[config.mk]
export PLATFORM = sky130hd
export DESIGN_NAME = color_blender_stream
export DESIGN_NICKNAME = d
export VERILOG_FILES = /design/src/rtl/color_blender_stream.sv
export SDC_FILE = /design/constraint.sdc
export NUM_CORES = 2
export LEC_CHECK = 0
export ABC_AREA = 1
export CORE_ASPECT_RATIO = 0.5
export CORE_MARGIN = 1
export CORE_UTILIZATION = 46
export CTS_CLUSTER_DIAMETER = 60
export CTS_CLUSTER_SIZE = 10
export DETAILED_ROUTE_END_ITERATION = 8
export GPL_TIMING_DRIVEN = 0
export PLACE_DENSITY_LB_ADDON = 0.3
export SLEW_MARGIN = 20
export SYNTH_ARGS = -nofsm -noshare
export SYNTH_HDL_FRONTEND = slang
export SYNTH_SLANG_ARGS = --single-unit
[constraint.sdc]
create_clock -name aclk -period 11.6 [get_ports aclk]
set_input_delay 1.74 -clock aclk [delete_from_list [all_inputs] [get_ports aclk]]
set_output_delay 1.74 -clock aclk [all_outputs]
set_load 0.05 [all_outputs]
[src/rtl/color_blender_stream.sv]
// color_blender_stream: 3-stage pipelined OpenGL-style framebuffer blender with valid/ready flow control.
// Optional bitwise logic-op equations (5..7) are built only when COLOR_BLENDER_LOGIC_OP_EN is defined.
module color_blender_stream #(
    parameter int SUB_PIXEL_WIDTH = 8,
    parameter int USER_WIDTH      = 16
) (
    input  logic                         aclk,
    input  logic                         reset,
    input  logic                         confEnable,
    input  logic [3:0]                   confSFactor,
    input  logic [3:0]                   confDFactor,
    input  logic [2:0]                   confEquation,
    input  logic [4*SUB_PIXEL_WIDTH-1:0] confConstColor,
    input  logic                         s_valid,
    output logic                         s_ready,
    input  logic [4*SUB_PIXEL_WIDTH-1:0] s_srcColor,
    input  logic [4*SUB_PIXEL_WIDTH-1:0] s_dstColor,
    input  logic [USER_WIDTH-1:0]        s_user,
    output logic                         m_valid,
    input  logic                         m_ready,
    output logic [4*SUB_PIXEL_WIDTH-1:0] m_color,
    output logic [USER_WIDTH-1:0]        m_user
);
    localparam int W  = SUB_PIXEL_WIDTH;
    localparam int PW = 4 * W;
    localparam logic [W-1:0]   ONE  = '1;
    localparam logic [2*W:0]   HALF = {{(W+1){1'b0}}, 1'b1, {(W-1){1'b0}}};

    // Channel k lives at bits [k*W +: W]; channel 0 is alpha because pixels are packed {R,G,B,A}.
    function automatic logic [W-1:0] factor(input logic [3:0] sel, input logic is_alpha,
                                            input logic [W-1:0] cs, input logic [W-1:0] cd,
                                            input logic [W-1:0] cc, input logic [W-1:0] as,
                                            input logic [W-1:0] ad, input logic [W-1:0] ac);
        logic [W-1:0] f;
        case (sel)
            4'd1:    f = ONE;
            4'd2:    f = cd;
            4'd3:    f = cs;
            4'd4:    f = ONE - cd;
            4'd5:    f = ONE - cs;
            4'd6:    f = as;
            4'd7:    f = ONE - as;
            4'd8:    f = ad;
            4'd9:    f = ONE - ad;
            4'd10:   f = is_alpha ? ONE : ((as < (ONE - ad)) ? as : (ONE - ad));
            4'd11:   f = cc;
            4'd12:   f = ONE - cc;
            4'd13:   f = ac;
            4'd14:   f = ONE - ac;
            default: f = '0;
        endcase
        return f;
    endfunction

    // Rounded f*c/(2^W-1) without a divider.
    function automatic logic [W-1:0] scale(input logic [W-1:0] f, input logic [W-1:0] c);
        logic [2*W:0] q;
        logic [2*W:0] r;
        q = ({{(W+1){1'b0}}, f} * {{(W+1){1'b0}}, c}) + HALF;
        r = (q + (q >> W)) >> W;
        return W'(r);
    endfunction

    function automatic logic [W-1:0] equate(input logic [2:0] eq, input logic [W-1:0] s,
                                            input logic [W-1:0] d, input logic [W-1:0] cs,
                                            input logic [W-1:0] cd);
        logic [W:0]   sum;
        logic [W-1:0] r;
        sum = {1'b0, s} + {1'b0, d};
        case (eq)
            3'd1:    r = (s > d) ? (s - d) : '0;
            3'd2:    r = (d > s) ? (d - s) : '0;
            3'd3:    r = (cs < cd) ? cs : cd;
            3'd4:    r = (cs > cd) ? cs : cd;
            default: r = sum[W] ? ONE : sum[W-1:0];
        endcase
        return r;
    endfunction

    logic                  advance;
    logic                  v1_q, v1_d, v2_q, v2_d, v3_q, v3_d;
    logic                  en1_q, en1_d, en2_q, en2_d;
    logic [2:0]            eq1_q, eq1_d, eq2_q, eq2_d;
    logic [PW-1:0]         fs1_q, fs1_d, fd1_q, fd1_d, src1_q, src1_d, dst1_q, dst1_d;
    logic [PW-1:0]         st2_q, st2_d, dt2_q, dt2_d, src2_q, src2_d, dst2_q, dst2_d;
    logic [PW-1:0]         color3_q, color3_d;
    logic [USER_WIDTH-1:0] user1_q, user1_d, user2_q, user2_d, user3_q, user3_d;
    logic [PW-1:0]         blend;

    // Handshake: a beat moves on a cycle where valid && ready. The whole pipe is one stall
    // domain: advance = m_ready || !m_valid, s_ready = advance; bubbles ride along uncompressed.
    always_comb begin
        advance  = m_ready || !v3_q;
        v1_d     = v1_q;     v2_d    = v2_q;    v3_d    = v3_q;
        en1_d    = en1_q;    en2_d   = en2_q;
        eq1_d    = eq1_q;    eq2_d   = eq2_q;
        fs1_d    = fs1_q;    fd1_d   = fd1_q;
        src1_d   = src1_q;   dst1_d  = dst1_q;
        st2_d    = st2_q;    dt2_d   = dt2_q;
        src2_d   = src2_q;   dst2_d  = dst2_q;
        user1_d  = user1_q;  user2_d = user2_q; user3_d = user3_q;
        color3_d = color3_q;
        blend    = '0;

        for (int k = 0; k < 4; k++) begin
            blend[k*W +: W] = equate(eq2_q, st2_q[k*W +: W], dt2_q[k*W +: W],
                                     src2_q[k*W +: W], dst2_q[k*W +: W]);
        end
`ifdef COLOR_BLENDER_LOGIC_OP_EN
        case (eq2_q)
            3'd5:    blend = src2_q ^ dst2_q;
            3'd6:    blend = src2_q & dst2_q;
            3'd7:    blend = src2_q | dst2_q;
            default: ;
        endcase
`endif
        if (!en2_q) blend = src2_q;

        if (advance) begin
            v1_d    = s_valid;
            en1_d   = confEnable;
            eq1_d   = confEquation;
            src1_d  = s_srcColor;
            dst1_d  = s_dstColor;
            user1_d = s_user;
            for (int k = 0; k < 4; k++) begin
                fs1_d[k*W +: W] = factor(confSFactor, k == 0, s_srcColor[k*W +: W],
                                         s_dstColor[k*W +: W], confConstColor[k*W +: W],
                                         s_srcColor[W-1:0], s_dstColor[W-1:0], confConstColor[W-1:0]);
                fd1_d[k*W +: W] = factor(confDFactor, k == 0, s_srcColor[k*W +: W],
                                         s_dstColor[k*W +: W], confConstColor[k*W +: W],
                                         s_srcColor[W-1:0], s_dstColor[W-1:0], confConstColor[W-1:0]);
            end

            v2_d    = v1_q;
            en2_d   = en1_q;
            eq2_d   = eq1_q;
            src2_d  = src1_q;
            dst2_d  = dst1_q;
            user2_d = user1_q;
            for (int k = 0; k < 4; k++) begin
                st2_d[k*W +: W] = scale(fs1_q[k*W +: W], src1_q[k*W +: W]);
                dt2_d[k*W +: W] = scale(fd1_q[k*W +: W], dst1_q[k*W +: W]);
            end

            v3_d     = v2_q;
            user3_d  = user2_q;
            color3_d = blend;
        end
    end

    always_ff @(posedge aclk or posedge reset) begin
        if (reset) begin
            v1_q     <= 1'b0;  v2_q    <= 1'b0;  v3_q    <= 1'b0;
            en1_q    <= 1'b0;  en2_q   <= 1'b0;
            eq1_q    <= '0;    eq2_q   <= '0;
            fs1_q    <= '0;    fd1_q   <= '0;
            src1_q   <= '0;    dst1_q  <= '0;
            st2_q    <= '0;    dt2_q   <= '0;
            src2_q   <= '0;    dst2_q  <= '0;
            user1_q  <= '0;    user2_q <= '0;    user3_q <= '0;
            color3_q <= '0;
        end else begin
            v1_q     <= v1_d;   v2_q    <= v2_d;   v3_q    <= v3_d;
            en1_q    <= en1_d;  en2_q   <= en2_d;
            eq1_q    <= eq1_d;  eq2_q   <= eq2_d;
            fs1_q    <= fs1_d;  fd1_q   <= fd1_d;
            src1_q   <= src1_d; dst1_q  <= dst1_d;
            st2_q    <= st2_d;  dt2_q   <= dt2_d;
            src2_q   <= src2_d; dst2_q  <= dst2_d;
            user1_q  <= user1_d; user2_q <= user2_d; user3_q <= user3_d;
            color3_q <= color3_d;
        end
    end

    assign s_ready = advance;
    assign m_valid = v3_q;
    assign m_color = color3_q;
    assign m_user  = user3_q;

endmodule

=== Word-level counts from Yosys, hierarchy flattened ===
Cells that the tools add are included.

* Add/sub/neg operators: 40
* $mul: 8
* Order comparisons: 17
* Eq/ne operators: 32
* Mux-type cells: 34
* Reduce and logical (&&, ||, !) cells: 16

{| class="wikitable"
|+ Operator list
! operator !! count
|-
| $pmux W8 S14 || 6
|-
| $mux W8 || 21
|-
| $add A16 B8 Y17 const B || 8
|-
| $add A16 B9 Y16 || 8
|-
| $mul A8 B8 Y16 || 8
|-
| $pmux W8 S4 || 4
|-
| $pmux W8 S7 || 2
|-
| $gt A8 B8 Y1 || 12
|-
| $sub A8 B8 Y8 const A || 12
|-
| $sub A8 B8 Y8 || 8
|-
| $eq A4 B4 Y1 const B || 14
|-
| $lt A8 B8 Y1 || 5
|-
| $add A8 B8 Y9 || 4
|-
| $eq A4 B3 Y1 const B || 8
|-
| $mux W32 || 1
|-
| $reduce_or A2 Y1 || 14
|-
| $eq A4 B2 Y1 const B || 4
|-
| $eq A4 B1 Y1 const B || 2
|-
| $eq A3 B2 Y1 const B || 2
|-
| $eq A3 B1 Y1 const B || 1
|-
| $eq A3 B3 Y1 const B || 1
|-
| $logic_not A1 Y1 || 1
|-
| $logic_or A1 B1 Y1 || 1
|}

* Register bits: 347
* Bits of input ports: 128
* Output and inout bits: 50
* Logic and storage cells: 166

=== Depth between registers and ports, before layout ===
* Depth after elaboration: 4
* Mapped depth: 34

=== Worst setup path after synthesis ===
Ideal clock, no wire load.

* Kind: flip-flop to flip-flop
* Start point: register src1_q[16]
* End point: register st2_q[19]
* Setup time: 131 ps
* Arrival time: 5128 ps
* Required time: 11469 ps
* Slack: 6341 ps
* Cell stages (with the launch flop): 31
* Path buffers: 1
* Period minus slack after synthesis: 5259 ps
* Path through: dfrtp_1 > clkbuf_1 > nand2_1 > fa_1 > fa_1 > inv_1 > fa_1 > inv_1 > fa_1 > inv_1 > ha_1 > nand2_1 > nand2_1 > inv_1 > nand2_1 > a21oi_1 > xor2_1 > inv_1 > ha_1 > nand2_1 > inv_1 > nand4_1 > nand2_1 > a21boi_0 > nand2_1 > nand2_1 > nand2_1 > nand2_1 > nand3_1 > nand3_1 > o21ai_0

* Word-level cells in the longest chain between the ends: 3

{| class="wikitable"
|+ RTL lines
! element !! line !! text
|-
| from (decl) || 84 || <nowiki>logic [PW-1:0] fs1_q, fs1_d, fd1_q, fd1_d, src1_q, src1_d, dst1_q, dst1_d;</nowiki>
|-
| from (signal assigned) || 168 || <nowiki>src1_q <= src1_d; dst1_q <= dst1_d;</nowiki>
|-
| $mul A8 B8 Y16 || 59 || <nowiki>q = ({{(W+1){1'b0}}, f} * {{(W+1){1'b0}}, c}) + HALF;</nowiki>
|-
| $add A16 B8 Y17 || 59 ||
|-
| $add A16 B9 Y16 || 60 || <nowiki>r = (q + (q >> W)) >> W;</nowiki>
|-
| to (signal assigned) || 169 || <nowiki>st2_q <= st2_d; dt2_q <= dt2_d;</nowiki>
|-
| to (decl) || 85 || <nowiki>logic [PW-1:0] st2_q, st2_d, dt2_q, dt2_d, src2_q, src2_d, dst2_q, dst2_d;</nowiki>
|}

Every way passes these cells.
A chain may end at the register's enable or synchronous reset.

=== Final worst setup path ===
* Start point: input port m_ready
* End point: output port s_ready

* Word-level cells in the longest chain between the ends: 1

{| class="wikitable"
|+ RTL lines
! element !! line !! text
|-
| from (decl) || 20 || <nowiki>input logic m_ready,</nowiki>
|-
| $logic_or A1 B1 Y1 || 93 || <nowiki>advance = m_ready || !v3_q;</nowiki>
|-
| to (decl) || 15 || <nowiki>output logic s_ready,</nowiki>
|}

Every way passes these cells.

==> impl_metrics.ini <==
[run_status]
status = finished, final reports clean

[placement]
portBuffers = 177
place_congestion = 1.06
dp_hpwl_um = 140000

[setup_path]
crit_path_start_kind = input port
critPathKind = input port to primary output
cp_max_fo = 10
critPathCaptureType = primary output
worst_ep_required_time_ps = 9860
crit_arrival_ps = 5210

[drt]
ant_nets = 0
via_per_inst = 5.45
drt_first_iter_violations = 5051
drt-total-wl_um = 172000
firstDrtPassIters = 6
wl_per_cell_um = 20.2
vias = 46300
drc = 0

[die]
ios = 178
start_util_pct = 46.7
die_w_um = 454
rows = 82
core_um2 = 101000
die-area_um2 = 103000
die_h_um = 228

[global_route]
grt_pass1_wl_um = 260000
grt_pass1_vias = 43000
overflow = 0
grt_max_degree = 103
antenna_found_initial = 15
track_usage_pct = 33.0

[layout]
ff_latch_area_um2 = 8680
nets = 8105
fillers = 10100
drive_gt1_share_pct = 2.85
syn2layout_area_growth_pct = 10.5
multi_input_area_um2 = 31700
post-route-util_pct = 51.6

[synthesis]
synth_area_leaders = dfrtp_1, nand2_1, ha_1
syn-cell-area_um2 = 47000
yosys.cell_types.count = 59
synth_top_flop_cell = dfrtp_1
synth_top_area_share_pct = 18.5
yosys.area.top_type = dfrtp_1
ys_seq_area_share_pct = 18.5
syn-mean-instance-area_um2 = 6.80
synthArstFlopShare_pct = 100
synth-seq-cells = 347
synth_edf_count = 0
synth_warnings = 0
synth_nets = 7876
syn-instance-count = 6905
synth_common_cells = nand2_1, inv_1, ha_1
yosysMostFrequentCell = nand2_1

[timing]
maxSlewViolCount = 0
fin_crit_sh_pct = 59.9
rsz0062_at_grt = no
setup_viol = 0
finalHoldViolCount = 0
whs_ps = 462
worst_pin_slew_ps = 1210
fmax_mhz = 144
slew_headroom_pct = 19.4
skew_ps = 22.3
finalCriticalPeriod_ps = 6950

[cts]
cts_buffers = 47
clkLatencyLatePin_ps = 620
cts_tree = built
clk_pin_slew_worst_paths_ps = 60
htree_levels = 2
post_cts_resized = 0
root_buffer = clkbuf_16
cts_hold_buffers = 0
clk_path_buf_depth = 3
clkSinkCount = 347
cts_setup_buffers = 0

[flow_run]
drv_cap = 0

[hold_path]
worst_hold_path_type = flop to flop
-- kinds of logic (layout without fill, tap and decap cells) --
| family | after synthesis | in the layout | share of synthesized area [%] |
|---|---|---|---|
| AND/OR/NAND/NOR | 2935 | 2935 | 25.9 |
| AO/OA/AOI/OAI | 924 | 924 | 11.6 |
| adder cells (fa/ha/maj) | 843 | 843 | 27.4 |
| other | 0 | 6 | 0 |
| XOR/XNOR | 120 | 120 | 2.72 |
| buffers and inverters | 1736 | 1982 | 14.0 |
| flip-flops | 347 | 347 | 18.5 |
-- routing by layer --
| metal | global-route usage, % | vias up | share of wire (%) |
|---|---|---|---|
| li1 | - | 22000 | - |
| met1 | 46.0 | 21900 | 43 |
| met2 | 48.8 | 2064 | 42 |
| met3 | 8.36 | 400 | 11 |
| met4 | 12.5 | 8 | 4.3 |
| met5 | 0 | - | 0.033 |
-- layout by cell type (no fill, tap or decap), drive strengths merged, types with 3 or more instances in the layout --
master	netlist	layout
a221oi	18	18
o2111ai	10	10
nand3	325	325
buf	42	45
inv	1457	1461
o21bai	14	14
a2111oi	30	30
or2	11	11
and2	6	6
nand4	115	115
diode	0	6
o21ai	389	389
nor4	5	5
o22ai	52	52
dfrtp	347	347
fa	308	308
a22oi	3	3
nand2	2085	2085
ha	535	535
xnor2	35	35
a41oi	3	3
clkbuf	230	282
nor2	330	330
o31ai	3	3
and3	3	3
a21o	6	6
o221ai	12	12
clkdlybuf4s50	0	177
a31oi	15	15
xor2	85	85
a21oi	236	236
a21boi	6	6
clkinv	7	14
nor3	24	24
a211oi	21	21
nand3b	31	31
o211ai	102	102
-- flip-flops by register name, indices dropped and copies added (netlist names) --
signal and flops:
dst2_q 32, en2_q 1, src1_q 32, user1_q 16
st2_q 32, v1_q 1, m_color 32, fd1_q 32
eq2_q 3, user2_q 16, m_user 16, fs1_q 32
dt2_q 32, v2_q 1, en1_q 1, m_valid 1
eq1_q 3, dst1_q 32, src2_q 32
-- metrics by stage --
| stage | cell area [um^2] | setup slack [ps] | cells | setup TNS, ps |
|---|---|---|---|---|
| after floorplan | 47000 | 238 | 6905 | 0 |
| after global placement | 50400 | -4610 | 8426 | -1574500 |
| after detailed placement | 50500 | 4730 | 8429 | 0 |
| after CTS | 51900 | 4710 | 8495 | 0 |
| after global routing | 51900 | 4280 | 8499 | 0 |
| final | 51900 | 4650 | 8501 | 0 |
-- worst max-delay path, stage by stage --
cell             delay, ps
clkdlybuf4s50_1        460
nor2_1                 160
inv_1                  180
clkbuf_1               470
clkbuf_1               590
clkbuf_1               660
clkdlybuf4s50_1        940
-- layout make-up --
cell class,count,share of cell area [%]
diodes,6,0.0289
plain buffers,272,2.06
clock buffers,52,2.34
clock inverters,14,0.287
inverters,1464,10.6
multi-input cells,4822,61.1
flip-flops and latches,347,16.7
well taps,1344,3.24
repair buffers,180,3.57
-- path summary, 6_finish.rpt --
path                                   startpoint                    end  slack (ps)  depth (start not counted)
max reg2reg                dst1_q[10]$_DFFE_PP0P_  dt2_q[12]$_DFFE_PP0P_        4730                         31
min in group asynchronous                   reset  dt2_q[20]$_DFFE_PP0P_        1600                          2
min                        user2_q[5]$_DFFE_PP0P_  m_user[5]$_DFFE_PP0P_         460                          2
max in group asynchronous                   reset   fd1_q[1]$_DFFE_PP0P_        8620                          4
max                                       m_ready                s_ready        4650                          7
min reg2reg                user2_q[5]$_DFFE_PP0P_  m_user[5]$_DFFE_PP0P_         460                          2
Power is left out: the tool's default activity adds up to more than one toggle a clock period on the data nets, which glitch-free logic cannot reach.
